`config.mk`:
```
export PLATFORM = sky130hd
export DESIGN_NAME = port_rx_frontend
export DESIGN_NICKNAME = d
export VERILOG_FILES = /design/src/rtl/port_rx_frontend.sv
export SDC_FILE = /design/constraint.sdc
export NUM_CORES = 1
export LEC_CHECK = 0
export ABC_AREA = 1
export BUFFER_PORTS_ARGS = -buffer_cell sky130_fd_sc_hd__buf_2
export CORE_UTILIZATION = 55
export CTS_CLUSTER_DIAMETER = 30
export DETAILED_ROUTE_END_ITERATION = 12
export PLACE_DENSITY = 0.78
export REMOVE_ABC_BUFFERS = 1
export SLEW_MARGIN = 20
export SYNTH_ARGS = -nofsm -noshare
export SYNTH_HDL_FRONTEND = slang
export SYNTH_SLANG_ARGS = --single-unit
```
`constraint.sdc`:
```
create_clock -name clk -period 2.81 [get_ports clk]
set_input_delay 0.562 -clock clk [delete_from_list [all_inputs] [get_ports clk]]
set_output_delay 0.562 -clock clk [all_outputs]
set_load 0.05 [all_outputs]
```
`src/rtl/port_rx_frontend.sv`:
```
// Receive front end for one switch port. Strips preamble/SFD, checks that the
// downstream data FIFO can take a full-size frame before accepting it, writes the
// frame bytes into the data FIFO, and commits a length/status descriptor to the
// pointer FIFO once the frame ends. Keeps frame, drop and error statistics.
module port_rx_frontend #(
  parameter int unsigned MAX_LEN    = 1518,
  parameter int unsigned MIN_LEN    = 64,
  parameter int unsigned FIFO_DEPTH = 4096
) (
  input  logic        clk,
  input  logic        rstn,
  input  logic        rx_dv,
  input  logic        rx_er,
  input  logic [7:0]  rx_d,
  output logic        data_fifo_wr,
  output logic [7:0]  data_fifo_din,
  input  logic [11:0] data_fifo_cnt,
  output logic        ptr_fifo_wr,
  output logic [15:0] ptr_fifo_din,
  input  logic        ptr_fifo_full,
  output logic [31:0] frame_cnt,
  output logic [15:0] drop_cnt,
  output logic [15:0] err_cnt
);

  localparam logic [2:0] StIdle     = 3'd0;
  localparam logic [2:0] StPreamble = 3'd1;
  localparam logic [2:0] StData     = 3'd2;
  localparam logic [2:0] StCommit   = 3'd3;
  localparam logic [2:0] StDrop     = 3'd4;

  localparam logic [7:0]  PreambleByte = 8'h55;
  localparam logic [7:0]  SfdByte      = 8'hD5;
  localparam logic [10:0] MaxLen       = 11'(MAX_LEN);
  localparam logic [10:0] MinLen       = 11'(MIN_LEN);
  localparam logic [12:0] Depth        = 13'(FIFO_DEPTH);

  logic [2:0]  state_q, state_d;
  logic [10:0] len_q, len_d;
  logic        rx_err_q, rx_err_d;
  logic        len_err_q, len_err_d;
  logic        data_wr_q, data_wr_d;
  logic [7:0]  data_din_q, data_din_d;
  logic        ptr_wr_q, ptr_wr_d;
  logic [15:0] ptr_din_q, ptr_din_d;
  logic [31:0] frame_cnt_q, frame_cnt_d;
  logic [15:0] drop_cnt_q, drop_cnt_d;
  logic [15:0] err_cnt_q, err_cnt_d;

  logic [12:0] free_space;
  logic        admit;
  logic        sfd_hit;
  logic        drop_inc;
  logic        err_inc;
  logic        len_short;

  // Admission: room for a worst-case frame in the data FIFO and a free descriptor slot.
  always_comb begin
    free_space = 13'd0;
    if (13'(data_fifo_cnt) < Depth) begin
      free_space = Depth - 13'(data_fifo_cnt);
    end
    admit = (free_space >= 13'(MAX_LEN)) && !ptr_fifo_full;
  end

  // Frame state machine, length/flag tracking and registered FIFO write strobes.
  always_comb begin
    state_d     = state_q;
    len_d       = len_q;
    rx_err_d    = rx_err_q;
    len_err_d   = len_err_q;
    data_wr_d   = 1'b0;
    data_din_d  = data_din_q;
    ptr_wr_d    = 1'b0;
    ptr_din_d   = ptr_din_q;
    frame_cnt_d = frame_cnt_q;
    sfd_hit     = 1'b0;
    drop_inc    = 1'b0;
    err_inc     = 1'b0;
    len_short   = (len_q < MinLen);

    case (state_q)
      StIdle: begin
        if (rx_dv) begin
          if (rx_d == PreambleByte) begin
            state_d = StPreamble;
          end else if (rx_d == SfdByte) begin
            sfd_hit = 1'b1;
          end else begin
            state_d = StDrop;
          end
        end
      end
      StPreamble: begin
        if (!rx_dv) begin
          state_d = StIdle;
        end else if (rx_d == SfdByte) begin
          sfd_hit = 1'b1;
        end else if (rx_d != PreambleByte) begin
          state_d = StDrop;
        end
      end
      StData: begin
        if (rx_dv) begin
          if (len_q < MaxLen) begin
            data_wr_d  = 1'b1;
            data_din_d = rx_d;
            len_d      = len_q + 11'd1;
          end else begin
            len_err_d = 1'b1;
          end
          if (rx_er) begin
            rx_err_d = 1'b1;
          end
        end else if (len_q == 11'd0) begin
          // Nothing was written, so there is nothing to describe.
          state_d = StIdle;
        end else begin
          state_d   = StCommit;
          len_err_d = len_err_q | len_short;
          ptr_wr_d  = 1'b1;
          ptr_din_d = {rx_err_q, len_err_q | len_short, 3'b000, len_q};
        end
      end
      StCommit: begin
        frame_cnt_d = frame_cnt_q + 32'd1;
        err_inc     = rx_err_q | len_err_q;
        if (rx_dv) begin
          // A new burst with no inter-frame gap cannot be aligned; discard it.
          state_d  = StDrop;
          drop_inc = 1'b1;
        end else begin
          state_d = StIdle;
        end
      end
      StDrop: begin
        if (!rx_dv) begin
          state_d = StIdle;
        end
      end
      default: state_d = StIdle;
    endcase

    if (sfd_hit) begin
      if (admit) begin
        state_d   = StData;
        len_d     = 11'd0;
        rx_err_d  = 1'b0;
        len_err_d = 1'b0;
      end else begin
        state_d  = StDrop;
        drop_inc = 1'b1;
      end
    end

    drop_cnt_d = (drop_inc && drop_cnt_q != 16'hFFFF) ? drop_cnt_q + 16'd1 : drop_cnt_q;
    err_cnt_d  = (err_inc && err_cnt_q != 16'hFFFF) ? err_cnt_q + 16'd1 : err_cnt_q;
  end

  // State and output registers, cleared asynchronously.
  always_ff @(posedge clk or negedge rstn) begin
    if (!rstn) begin
      state_q     <= StIdle;
      len_q       <= 11'd0;
      rx_err_q    <= 1'b0;
      len_err_q   <= 1'b0;
      data_wr_q   <= 1'b0;
      data_din_q  <= 8'd0;
      ptr_wr_q    <= 1'b0;
      ptr_din_q   <= 16'd0;
      frame_cnt_q <= 32'd0;
      drop_cnt_q  <= 16'd0;
      err_cnt_q   <= 16'd0;
    end else begin
      state_q     <= state_d;
      len_q       <= len_d;
      rx_err_q    <= rx_err_d;
      len_err_q   <= len_err_d;
      data_wr_q   <= data_wr_d;
      data_din_q  <= data_din_d;
      ptr_wr_q    <= ptr_wr_d;
      ptr_din_q   <= ptr_din_d;
      frame_cnt_q <= frame_cnt_d;
      drop_cnt_q  <= drop_cnt_d;
      err_cnt_q   <= err_cnt_d;
    end
  end

  assign data_fifo_wr  = data_wr_q;
  assign data_fifo_din = data_din_q;
  assign ptr_fifo_wr   = ptr_wr_q;
  assign ptr_fifo_din  = ptr_din_q;
  assign frame_cnt     = frame_cnt_q;
  assign drop_cnt      = drop_cnt_q;
  assign err_cnt       = err_cnt_q;

endmodule

```
=== Word-level counts from Yosys, hierarchy flattened ===
Index checks and enable logic that the tools add are counted.

* Flip-flop bits (word level): 103
* Input bits: 25
* Output and inout bits: 90
* Word-level logic and storage cells: 92

* Add/subtract/negate cells: 5
* Magnitude comparators: 3
* Eq/ne operators: 15
* Muxes and demuxes: 45
* Bitwise operators: 4
* Reductions and logical operators: 9

{| class="wikitable"
|+ Operators by type and width
! operator !! count
|-
| 11-bit 2-to-1 mux || 5
|-
| 3-bit 2-to-1 mux || 11
|-
| 16-bit by 1-bit adder with 16-bit output (second input constant) || 2
|-
| 32-bit by 1-bit adder with 32-bit output (second input constant) || 1
|-
| 16-bit != test (second input constant) || 2
|-
| 1-bit 2-to-1 mux || 26
|-
| 3-bit case mux with 5 select lines || 1
|-
| 13-bit by 11-bit >= comparator with 1-bit output (second input constant) || 1
|-
| 13-bit by 12-bit subtractor with 13-bit output (first input constant) || 1
|-
| 4-bit != test (second input constant) || 3
|-
| 11-bit by 1-bit adder with 11-bit output (second input constant) || 1
|-
| 11-bit zero test || 1
|-
| 11-bit < comparator (second input constant) || 1
|-
| 11-bit by 7-bit < comparator with 1-bit output (second input constant) || 1
|-
| 3-bit != test (second input constant) || 3
|-
| 8-bit by 7-bit equality test with 1-bit output (second input constant) || 1
|-
| 8-bit equality test (second input constant) || 1
|-
| 8-bit by 7-bit != test with 1-bit output (second input constant) || 1
|-
| 3-bit by 2-bit equality test with 1-bit output (second input constant) || 2
|-
| 3-bit AND reduction || 2
|-
| 6-bit AND reduction || 1
|-
| 3-bit by 1-bit equality test with 1-bit output (second input constant) || 1
|-
| 3-bit equality test (second input constant) || 1
|-
| 1-bit logical AND || 3
|-
| other kinds (6) || 8
|}

=== Depth between registers and ports, before layout ===
Gate-level depths: netlist of the first run.

* Word-level depth: 7
* Depth in mapped cells: 18
* Gate-level depth less buffers: 17

=== Least setup slack after synthesis of the first run ===
OpenSTA, ideal clock, no wires.

* Kind: register -> register
* Start: reg drop_cnt_q[0], in the netlist drop_cnt[0]
* End: reg drop_cnt_q[14], in the netlist drop_cnt[14]
* Setup time: 0.120 ns
* Arrival time: 2.069 ns
* Required time: 2.690 ns
* Setup slack: 0.621 ns
* Cell stages (with the launch flop): 10
* Buffers on the path: 1
* Period minus slack after synthesis: 2.189 ns
* Cell sequence: dfrtp_1 > ha_1 > nand2_1 > nor2_2 > nand2_1 > nor2_1 > nand4_2 > clkbuf_1 > nand3_1 > nand2_1

* Word-level cells in the longest chain between the ends: 2
* Elaborated cells between the ends (all ways): 3
* Classes of those cells: add/sub: 1; eq/ne: 1; reduce/logical: 1

{| class="wikitable"
|+ Ends and longest elaborated chain
! item !! RTL line !! RTL
|-
| start: declaration || 47 || <nowiki>logic [15:0] drop_cnt_q, drop_cnt_d;</nowiki>
|-
| start signal: assignment || 184 || <nowiki>drop_cnt_q <= drop_cnt_d;</nowiki>
|-
| parallel branches: the longest is 2 deep, another holds 16-bit by 1-bit adder with 16-bit output || - ||
|}

Parallel ways; which one is timed is not known.
A chain may end at the register's enable or synchronous reset.

=== Worst setup path in the final report of the first run ===
* Start: reg state_q[1]
* End: reg len_q[7]

* Word-level cells in the longest chain between the ends: 4
* Elaborated cells between the ends (all ways): 7
* Classes of those cells: eq/ne: 2; mux: 4; reduce/logical: 1

{| class="wikitable"
|+ Ends and longest elaborated chain
! item !! RTL line !! RTL
|-
| start: declaration || 38 || <nowiki>logic [2:0] state_q, state_d;</nowiki>
|-
| start signal: assignment || 163 || <nowiki>state_q <= StIdle;</nowiki>
|-
| start signal: assignment || 175 || <nowiki>state_q <= state_d;</nowiki>
|-
| 3-bit by 2-bit equality test with 1-bit output || 82 || <nowiki>case (state_q)</nowiki>
|-
| 11-bit 2-to-1 mux || 82 ||
|-
| 11-bit 2-to-1 mux || 145 || <nowiki>if (admit) begin</nowiki>
|-
| 11-bit 2-to-1 mux * || 144 || <nowiki>if (sfd_hit) begin</nowiki>
|-
| named net len_d[7] || 39 || <nowiki>logic [10:0] len_q, len_d;</nowiki>
|-
| end signal: assignment || 176 || <nowiki>len_q <= len_d;</nowiki>
|-
| end: declaration || 39 ||
|}

The timed path passes the listed nets; every way through them passes the cells marked *.

==> results of run 1 <==
worst max-delay path, cell delays in order (launching register included):
cell and delay, ps:
dfrtp_1 420, inv_1 90, nor3_2 250, nand2_1 160
nor2_2 370, inv_1 300, nor2_1 250, nand3_1 130
xor2_1 160, nand2_1 60, inv_1 50
registers in the layout, summed over array words and instances (netlist names):
register and flops:
ptr_fifo_wr 1, state_q 3, rx_err_q 1, len_err_q 1, drop_cnt 16, ptr_fifo_din 13, len_q 11, data_fifo_din 8
data_fifo_wr 1, err_cnt 16, frame_cnt 32
area by class of cell:
| cell class | count | area [um2] |
|---|---|---|
| Timing Repair Buffer | 114 | 593 |
| Clock buffer | 13 | 159 |
| Sequential cell | 103 | 2580 |
| Inverter | 88 | 330 |
| Multi-Input combinational cell | 443 | 2520 |
| Clock inverter | 3 | 65.1 |
| Fill cell | 852 | 3320 |
| Tap cell | 133 | 166 |
cell families (layout without fill, tap and decap cells):
family | count (synthesis) | in the layout | synth area share (%)
simple gates | 325 | 325 | 29.0
flops | 103 | 103 | 47.0
buf+inv | 100 | 218 | 7.29
xor+xnor | 63 | 63 | 10.1
compound gates | 43 | 43 | 4.58
fa+ha+maj | 7 | 7 | 1.60
mux | 2 | 2 | 0.410
other cells | 1 | 3 | 0.0683
power groups by stage:
| stage | Clock [mW] | Sequential, mW | Combinational [mW] |
|---|---|---|---|
| global route | 1.12 | 1.53 | 0.281 |
| finish | 1.02 | 1.53 | 0.248 |
| CTS | 1.06 | 1.53 | 0.249 |
| global placement | 0 | 1.55 | 0.239 |
| floorplan | 0 | 1.59 | 0.120 |
| detailed placement | 0 | 1.56 | 0.248 |
cells in the mapped netlist (3+ instances only):
| cell type | instances |
|---|---|
| a21oi_1 | 5 |
| nand3b_1 | 3 |
| buf_4 | 4 |
| o21a_1 | 12 |
| nor3_1 | 16 |
| clkbuf_1 | 5 |
| ha_1 | 7 |
| xnor2_1 | 22 |
| o21ai_0 | 21 |
| nor2_4 | 5 |
| inv_1 | 87 |
| nor3_2 | 4 |
| nor2_1 | 43 |
| nand2_1 | 158 |
| nand3_2 | 3 |
| xor2_1 | 41 |
| nand2_4 | 3 |
| nand4_1 | 13 |
| nand3_1 | 50 |
| dfrtp_1 | 103 |
| nand2_2 | 4 |
| nor2_2 | 7 |
| nor4_1 | 5 |
repair_timing:
action	in CTS	in global routing
gates resized for setup	0	1
endpoints found under the hold margin	0	0
setup endpoints to repair	0	1
metrics by stage:
| stage | hold slack [ps] | area [um2] | power [mW] | setup WS, ps |
|---|---|---|---|---|
| floorplan | 266 | 5430 | 1.71 | 576 |
| global placement | 455 | 6190 | 1.79 | 362 |
| detailed placement | 453 | 6190 | 1.80 | 243 |
| CTS | 228 | 6410 | 2.83 | 237 |
| global route | 258 | 6410 | 2.93 | 244 |
| finish | 212 | 6410 | 2.80 | 458 |
worst paths after layout:
kind | start | to | slack, ps | depth (start not counted)
hold reg to reg | frame_cnt[31]$_DFFE_PN0N_ | frame_cnt[31]$_DFFE_PN0N_ | 470 | 1
min in group clk | rx_d[2] | data_fifo_din[2]$_DFFE_PN0P_ | 420 | 3
setup reg to reg | state_q[1]$_DFFE_PN0P_ | len_q[7]$_DFF_PN0_ | 460 | 10
max in group asynchronous | rstn | err_cnt[15]$_DFFE_PN0P_ | 1880 | 2
setup / recovery | state_q[1]$_DFFE_PN0P_ | len_q[7]$_DFF_PN0_ | 460 | 10
hold / removal | rstn | err_cnt[5]$_DFFE_PN0P_ | 210 | 1
metal layers:
layer / share of wire, % / wire length (um)
met1: 45 / 5130
met2: 48 / 5450
met3: 5.0 / 567
met4: 1.3 / 142
met5: 0 / 0
cell usage in the layout, fill, tap and decap left out, types with 13 or more instances in the layout:
cell type | synthesis | final
nand2_1 | 158 | 158
buf_2 | 2 | 110
dfrtp_1 | 103 | 103
inv_1 | 87 | 87
nand3_1 | 50 | 50
nor2_1 | 43 | 42
xor2_1 | 41 | 41
xnor2_1 | 22 | 22
o21ai_0 | 21 | 21
nor3_1 | 16 | 16
nand4_1 | 13 | 13
==> run metrics, run 1 <==
placed cells 881; Placeable Area 9730 um2; Synth top area share 47.0%; Routed WL per cell 12.6 um; vias in the first global route 4209; post-synthesis cell area 5490 um2; initial antenna violation count 0; #FFs+latches synth 103; grt ovf 0; clock network power share 36.6%; sequential power share 54.6%; Hold Crit Class in2async; yosys warns 0; Final Util 65.9%; leakage power figure 3.53 nW; Startpoint Class flop; Sw Ratio 24.1%; # hold bufs at CTS 0; distinct cell type count after synthesis 41; Clock Pin Slew Worst Setup and Hold Paths 90 ps; M3 GR Usage 3.69%; Fin Clk Skew 9.25 ps; CTS Root Cell clkbuf_8; Power Internal 2.13 mW; Total GRT Usage 22.8%; Post-Layout Cell Count 897; Slew Viols, Final 0; Skew-Pair Late Insertion Delay 360 ps; Antenna Cells 0; Setup Buffers After CTS 0; Avg Cell Area, Syn 8.52 um2; max frequency 0.425 GHz; final WL 11300 um; Post-synth EDFFs 0; Detailed Place HPWL 8400 um; Post-synth ARST share 100%; routability congestion estimate 0.922; post-route DRC violation count 0; die height 102 um; Num Clock Sinks 103; share of layout cells above drive strength 1 21.7%; Power Density 437 nW/um2; die width 102 um; ys flop type dfrtp_1; final period utilization 83.7%; switching power 674 uW; initial core utilization 56.4%; Num CTS Buffers 9; CP arrival 2610 ps; Max-slew headroom 57.5%; Gate power share 8.8%; DR iter-0 viols 177; Vias/cell 5.07; critical path class reg2reg; Layout area overhead 16.8%; H-tree depth 3; final setup vio count 0; CP Data Required Time 3070 ps; RSZ-0062 raised after global routing false; Site Rows 36; Top Ports 115; worst-path maximum fanout 15; Worst VDD drop 0.252 mV; CTS tree yes; busiest grt layer met2; drt first pass iters 4; post-route ant nets 0; status complete, no violations; Seq/Total Area, Yosys 47.0%; Cells after Synth 644; setup TNS 0 ps; die area 10400 um2; maxcap violations 0; largest net degree at the start of global routing 55; Tightest Pin Transition 638 ps; cell accounting for the most synthesized area dfrtp_1; ranking of synthesized cells by area dfrtp_1 (47%), nand2_1 (11%), xor2_1 (6.5%); worst-case clock buffer depth 2; routed vias 4545; met1 usage in global routing 30.5%; first-pass GRT wire length 19100 um; met2 Resource Use GR 37.8%; min Tclk post-route 2350 ps; NumNets Final 791; PortBufs 111; final hold violation count 0; Setup crit end kind flop
Note: power is estimated with default switching activity, not from simulation.
==> run 2: changes to the inputs <==
--- a/config.mk
+++ b/config.mk
@@ -7,10 +7,10 @@
 export LEC_CHECK = 0
 export ABC_AREA = 1
 export BUFFER_PORTS_ARGS = -buffer_cell sky130_fd_sc_hd__buf_2
-export CORE_UTILIZATION = 55
+export CORE_UTILIZATION = 50
 export CTS_CLUSTER_DIAMETER = 30
 export DETAILED_ROUTE_END_ITERATION = 12
-export PLACE_DENSITY = 0.78
+export PLACE_DENSITY = 0.75
 export REMOVE_ABC_BUFFERS = 1
 export SLEW_MARGIN = 20
 export SYNTH_ARGS = -nofsm -noshare
==> constraint.sdc (replaced) <==
create_clock -name clk -period 2.1 [get_ports clk]
set_input_delay 0.42 -clock clk [delete_from_list [all_inputs] [get_ports clk]]
set_output_delay 0.42 -clock clk [all_outputs]
set_load 0.05 [all_outputs]
==> run metrics, run 2 (same netlist as run 1, synthesis figures left out) <==
status complete, no violations (unchanged); worst setup margin 178 ps (was 458 ps); Startpoint Class flop (unchanged); initial core utilization 52.5% (was 56.4%); crit path launch drop_cnt[0]$_DFFE_PN0P_ (was state_q[1]$_DFFE_PN0P_); CP arrival 2180 ps (was 2610 ps); PortBufs 111 (unchanged); Clock Pin Slew Worst Setup and Hold Paths 100 ps (was 90 ps); Post-Layout Cell Count 918 (was 897); design area 6590 um2 (was 6410 um2); most common cell after layout, fill and taps aside nand2_1 (unchanged); final setup vio count 0 (unchanged); Top Ports 115 (unchanged); initial antenna violation count 0 (unchanged); Site Rows 37 (was 36); CTS tree yes (unchanged); Setup crit end kind flop (unchanged); CP most frequent cell nand2_1 (was inv_1); Total GRT Usage 20.9% (was 22.8%); max frequency 0.520 GHz (was 0.425 GHz); Buffers & Inverters on Critical Path 1 (was 3); Power Density 558 nW/um2 (was 437 nW/um2); Max-slew headroom 66.2% (was 57.5%); Num CTS Buffers 9 (unchanged); most frequent cells in the layout nand2_1 (158), buf_2 (110), dfrtp_1 (102), inv_1 (87), nand3_1 (49) (was nand2_1 (158), buf_2 (110), dfrtp_1 (103), inv_1 (87), nand3_1 (50)); NumNets Final 809 (was 791); Tightest Pin Transition 508 ps (was 638 ps); Fin Clk Skew 9.72 ps (was 9.25 ps); setup TNS 0 ps (unchanged); Worst VDD drop 0.357 mV (was 0.252 mV); CTS Root Cell clkbuf_8 (unchanged); leakage power figure 3.62 nW (was 3.53 nW); DR iter-0 viols 202 (was 177); routability congestion estimate 0.887 (was 0.922); post-route ant nets 0 (unchanged); Crit Reg-Reg Startpoint drop_cnt[0]$_DFFE_PN0P_ (was state_q[1]$_DFFE_PN0P_); worst-path maximum fanout 8 (was 15); RSZ-0062 raised after global routing false (unchanged); Routed WL per cell 12.5 um (was 12.6 um); routed vias 4637 (was 4545); maxcap violations 0 (unchanged); CP top delay family simple AND/OR/NAND/NOR gates (unchanged); placed cells 902 (was 881); max reg flops 32 (unchanged); Vias/cell 5.05 (was 5.07); share of layout cells above drive strength 1 24.3% (was 21.7%); die area 11400 um2 (was 10400 um2); CP Data Required Time 2360 ps (was 3070 ps); worst-case clock buffer depth 2 (unchanged); largest net degree at the start of global routing 52 (was 55); first-pass GRT wire length 19500 um (was 19100 um); min Tclk post-route 1920 ps (was 2350 ps); Detailed Place HPWL 8880 um (was 8400 um); Hold Crit Class in2async (unchanged); final hold violation count 0 (unchanged); final WL 11500 um (was 11300 um); H-tree depth 3 (unchanged); Num Clock Sinks 103 (unchanged); die width 107 um (was 102 um); worst slack at placement -134 ps (was 243 ps); slowest cell on the critical path dfrtp_1 (unchanged); Area after DPL 6340 um2 (was 6190 um2); Slew Viols, Final 0 (unchanged); grt ovf 0 (unchanged); # hold bufs at CTS 0 (unchanged); die height 107 um (was 102 um); vias in the first global route 4372 (was 4209); CP cell instances ha_1, nand2_1, nor2_2, nand2_1, nor2_1, nand4_2, buf_4, nand3_1, nand2_1 (was inv_1, nor3_2, nand2_1, nor2_2, inv_1, nor2_1, nand3_1, xor2_1, nand2_1, inv_1); critical path class reg2reg (unchanged); post-route DRC violation count 0 (unchanged); drt first pass iters 4 (unchanged); CP max stage delay 440 ps (was 420 ps); Antenna Cells 0 (unchanged); Layout area overhead 20.0% (was 16.8%); Skew-Pair Late Insertion Delay 360 ps (about the same); Placeable Area 10500 um2 (was 9730 um2); final period utilization 91.5% (was 83.7%)
[run 2: changes by cell type in the layout (fill, tap and decap cells not counted), moves of 2 or more]
cell | previous run | this run
buf_4 | 3 | 20
a21oi_1 | 5 | 3
a21oi_2 | 0 | 2
clkinvlp_4 | 0 | 2
nor3_2 | 4 | 2
nor3_4 | 0 | 2
[run 2: repair_timing]
action                     4_1_cts  5_1_grt
setup buffers                    0        0
gates resized for setup          0       11
setup endpoints to repair        0       16
[run 2: metrics by stage]
step / utilization [%] / power (mW) / hold slack, ps
floorplan: - / 2.29 / 124
global placement: 60.6 / 2.42 / 421
detailed placement: 60.6 / 2.44 / 426
CTS: 62.5 / 3.70 / 23.8
global route: 63.0 / 3.82 / 47.9
finish: 63.0 / 3.68 / 23.9
[run 2: layout make-up]
cell class	instances	area, um2
clock buffers	12	145
multi-input cells	443	2570
clock inverters	4	53.8
repair buffers	132	741
inverters	88	330
flip-flops and latches	103	2580
well taps	136	170
fillers	943	3880
[run 2: metal layers]
metal | global-route usage [%] | vias to the layer above | share of wire [%] | wire, um
met5 | 0 | - | 0 | 0
met4 | 6.36 | 0 | 1.6 | 184
met3 | 4.38 | 17 | 4.9 | 566
met2 | 34.3 | 130 | 46 | 5330
met1 | 27.9 | 2188 | 47 | 5430
li1 | - | 2302 | - | -
[run 2: final timing paths]
| path | end | slack (ps) | cells past startpoint |
|---|---|---|---|
| worst max-delay path | drop_cnt[5]$_DFFE_PN0P_ | 180 | 9 |
| worst min-delay path | err_cnt[11]$_DFFE_PN0P_ | 20 | 1 |
| worst max register to register | drop_cnt[5]$_DFFE_PN0P_ | 180 | 9 |
| worst min register to register | frame_cnt[31]$_DFFE_PN0N_ | 470 | 1 |
| min in group clk | data_fifo_din[0]$_DFFE_PN0P_ | 270 | 3 |
| max in group asynchronous | frame_cnt[12]$_DFFE_PN0N_ | 1440 | 2 |
[run 2: worst reg2reg max path: stages, from the launching register on]
cell and delay (ps):
dfrtp_1 440, ha_1 210, nand2_1 100, nor2_2 150, nand2_1 90, nor2_1 170
nand4_2 250, buf_4 260, nand3_1 90, nand2_1 60
[run 2: report_power, final]
group / total [mW] / switching (mW) / internal [mW]
Combinational: 0.376 / 0.265 / 0.111
Sequential: 2.04 / 0.0213 / 2.01
Clock: 1.27 / 0.675 / 0.590
==> run 3: changes to the inputs <==
--- a/config.mk
+++ b/config.mk
@@ -7,10 +7,11 @@
 export LEC_CHECK = 0
 export ABC_AREA = 1
 export BUFFER_PORTS_ARGS = -buffer_cell sky130_fd_sc_hd__buf_2
-export CORE_UTILIZATION = 50
+export CORE_UTILIZATION = 51
+export CTS_BUF_LIST = sky130_fd_sc_hd__clkbuf_4 sky130_fd_sc_hd__clkbuf_8
 export CTS_CLUSTER_DIAMETER = 30
 export DETAILED_ROUTE_END_ITERATION = 12
-export PLACE_DENSITY = 0.75
+export PLACE_DENSITY = 0.76
 export REMOVE_ABC_BUFFERS = 1
 export SLEW_MARGIN = 20
 export SYNTH_ARGS = -nofsm -noshare
==> constraint.sdc (replaced) <==
create_clock -name clk -period 1.6 [get_ports clk]
set_input_delay 0.32 -clock clk [delete_from_list [all_inputs] [get_ports clk]]
set_output_delay 0.32 -clock clk [all_outputs]
set_load 0.05 [all_outputs]
==> run metrics, run 3 (same netlist as run 1, synthesis figures left out) <==
Num CTS Buffers 9 (unchanged); first-pass GRT wire length 23900 um (was 19500 um); final period utilization 118% (was 91.5%); Startpoint Class flop (unchanged); worst setup margin -293 ps (was 178 ps); Power Density 592 nW/um2 (was 558 nW/um2); max reg flops 32 (unchanged); Skew-Pair Late Insertion Delay 370 ps (was 360 ps); final WL 15600 um (was 11500 um); share of layout cells above drive strength 1 46.5% (was 24.3%); final setup vio count 82 (was 0); number of fill cells in the layout 649 (was 943); H-tree depth 3 (unchanged); worst-case clock buffer depth 2 (unchanged); Fin Clk Skew 8.85 ps (was 9.72 ps); die width 106 um (was 107 um); Layout area overhead 52.5% (was 20.0%); initial core utilization 52.9% (was 52.5%); Buffers & Inverters on Critical Path 2 (was 1); CP Data Required Time 1860 ps (was 2360 ps); largest net degree at the start of global routing 104 (was 52); Top Ports 115 (unchanged); grt ovf 0 (unchanged); Placeable Area 10400 um2 (was 10500 um2); CP top delay family simple AND/OR/NAND/NOR gates (unchanged); Detailed Place HPWL 9600 um (was 8880 um); failing checks hold timing, setup timing; area taken by multi-input logic gates 3150 um2 (was 2570 um2); sequential cell area 2580 um2 (unchanged); Slew Viols, Final 0 (unchanged); Site Rows 37 (unchanged); CTS Root Cell clkbuf_8 (unchanged); Antenna Cells 0 (unchanged); RSZ-0062 raised after global routing true (was false); Min Hold Slack -16.4 ps (was 23.9 ps); die area 11200 um2 (was 11400 um2); DR iter-0 viols 298 (was 202); post-route DRC violation count 0 (unchanged); Vias/cell 5.09 (was 5.05); maxcap violations 0 (unchanged); worst-path maximum fanout 5 (was 8); final hold violation count 6 (was 0); Max-slew headroom 62.2% (was 66.2%); most common cell after layout, fill and taps aside buf_4 (was nand2_1); critical path class reg2reg (unchanged); routed vias 5410 (was 4637); CTS tree yes (unchanged); CP cell instances inv_2, nand3_4, nor2_4, buf_4, nand4_4, nor2_4, nand3_4, nor2_8, nand2_4, nor2_4, nand4_1, xnor2_1 (was ha_1, nand2_1, nor2_2, nand2_1, nor2_1, nand4_2, buf_4, nand3_1, nand2_1); Hold Crit Class in2async (unchanged); min Tclk post-route 1890 ps (was 1920 ps); slowest cell on the critical path dfrtp_1 (unchanged); status finished, violations left (was complete, no violations); Worst VDD drop 0.413 mV (was 0.357 mV); die height 106 um (was 107 um); Final Util 80.7% (was 63.0%); leakage power figure 4.55 nW (was 3.62 nW); Setup crit end kind flop (unchanged); Power Total 4.95 mW (was 3.68 mW); NumNets Final 955 (was 809); initial antenna violation count 0 (unchanged); most frequent cells in the layout buf_4 (142), nand2_1 (140), buf_2 (108), dfrtp_1 (102), inv_1 (74) (was nand2_1 (158), buf_2 (110), dfrtp_1 (102), inv_1 (87), nand3_1 (49)); placed cells 1006 (was 902); Num Clock Sinks 103 (unchanged); post-route ant nets 0 (unchanged); Clock Pin Slew Worst Setup and Hold Paths 90 ps (was 100 ps); vias in the first global route 5279 (was 4372); Routed WL per cell 14.7 um (was 12.5 um); Tightest Pin Transition 567 ps (was 508 ps); PortBufs 111 (unchanged); CP arrival 2150 ps (was 2180 ps); routability congestion estimate 0.874 (was 0.887); Total GRT Usage 26.5% (was 20.9%); Post-Layout Cell Count 1063 (was 918); CP most frequent cell nor2_4 (was nand2_1); CP max stage delay 400 ps (was 440 ps); max frequency 0.528 GHz (was 0.520 GHz); drt first pass iters 4 (unchanged)
run 3: per-stage QoR:
stage	area, um2	setup TNS, ps	hold WS, ps	setup WS (ps)
after global placement	7120	-16650	428	-374
after floorplan	5430	-29490	24.4	-634
final	8370	-8360	-16.4	-293
after CTS	7820	-5890	29.3	-271
after detailed placement	7120	-20700	433	-490
after global routing	8370	-16890	29.2	-401
run 3: power by group:
group          internal, mW  switching, mW
Sequential             2.64         0.0271
Clock                 0.659          0.875
Combinational         0.293          0.454
Total                  3.60           1.36
run 3: per-layer routing:
layer / vias up / routed length (um) / GRT usage [%]
met3: 45 / 616 / 4.02
li1: 2600 / - / -
met1: 2613 / 6390 / 33.3
met4: 0 / 512 / 10.5
met5: - / 0 / 0
met2: 152 / 8080 / 45.8
run 3: final timing paths:
path	slack, ps	depth (start not counted)	from	end
max reg2reg	-290	12	state_q[2]$_DFFE_PN0P_	frame_cnt[29]$_DFFE_PN0N_
min	-20	2	rstn	data_fifo_din[0]$_DFFE_PN0P_
min in group clk	170	3	rx_d[2]	data_fifo_din[2]$_DFFE_PN0P_
max	-290	12	state_q[2]$_DFFE_PN0P_	frame_cnt[29]$_DFFE_PN0N_
min reg2reg	460	1	frame_cnt[31]$_DFFE_PN0N_	frame_cnt[31]$_DFFE_PN0N_
max in group asynchronous	1170	2	rstn	frame_cnt[15]$_DFFE_PN0N_
run 3: layout make-up:
| type | count | area share, % |
|---|---|---|
| tap | 136 | 2.03 |
| sequential | 103 | 30.8 |
| multi-input combinational | 444 | 37.6 |
| timing repair buffer | 277 | 23.3 |
| clock inverter | 3 | 0.224 |
| inverter | 88 | 4.15 |
| clock buffer | 12 | 1.90 |
run 3: worst register-to-register path, stage by stage, from the launching register on:
cell and delay (ps):
dfrtp_1 400, inv_2 80, nand3_4 90, nor2_4 120, buf_4 120, nand4_4 80
nor2_4 140, nand3_4 110, nor2_8 170, nand2_4 100, nor2_4 110, nand4_1 110
xnor2_1 150
run 3: repair_timing:
action,CTS,global route
setup endpoints to repair,81,91
gates cloned,2,0
gates resized for setup,87,104
hold buffers,0,0
setup buffers,21,20
pin swaps,42,66
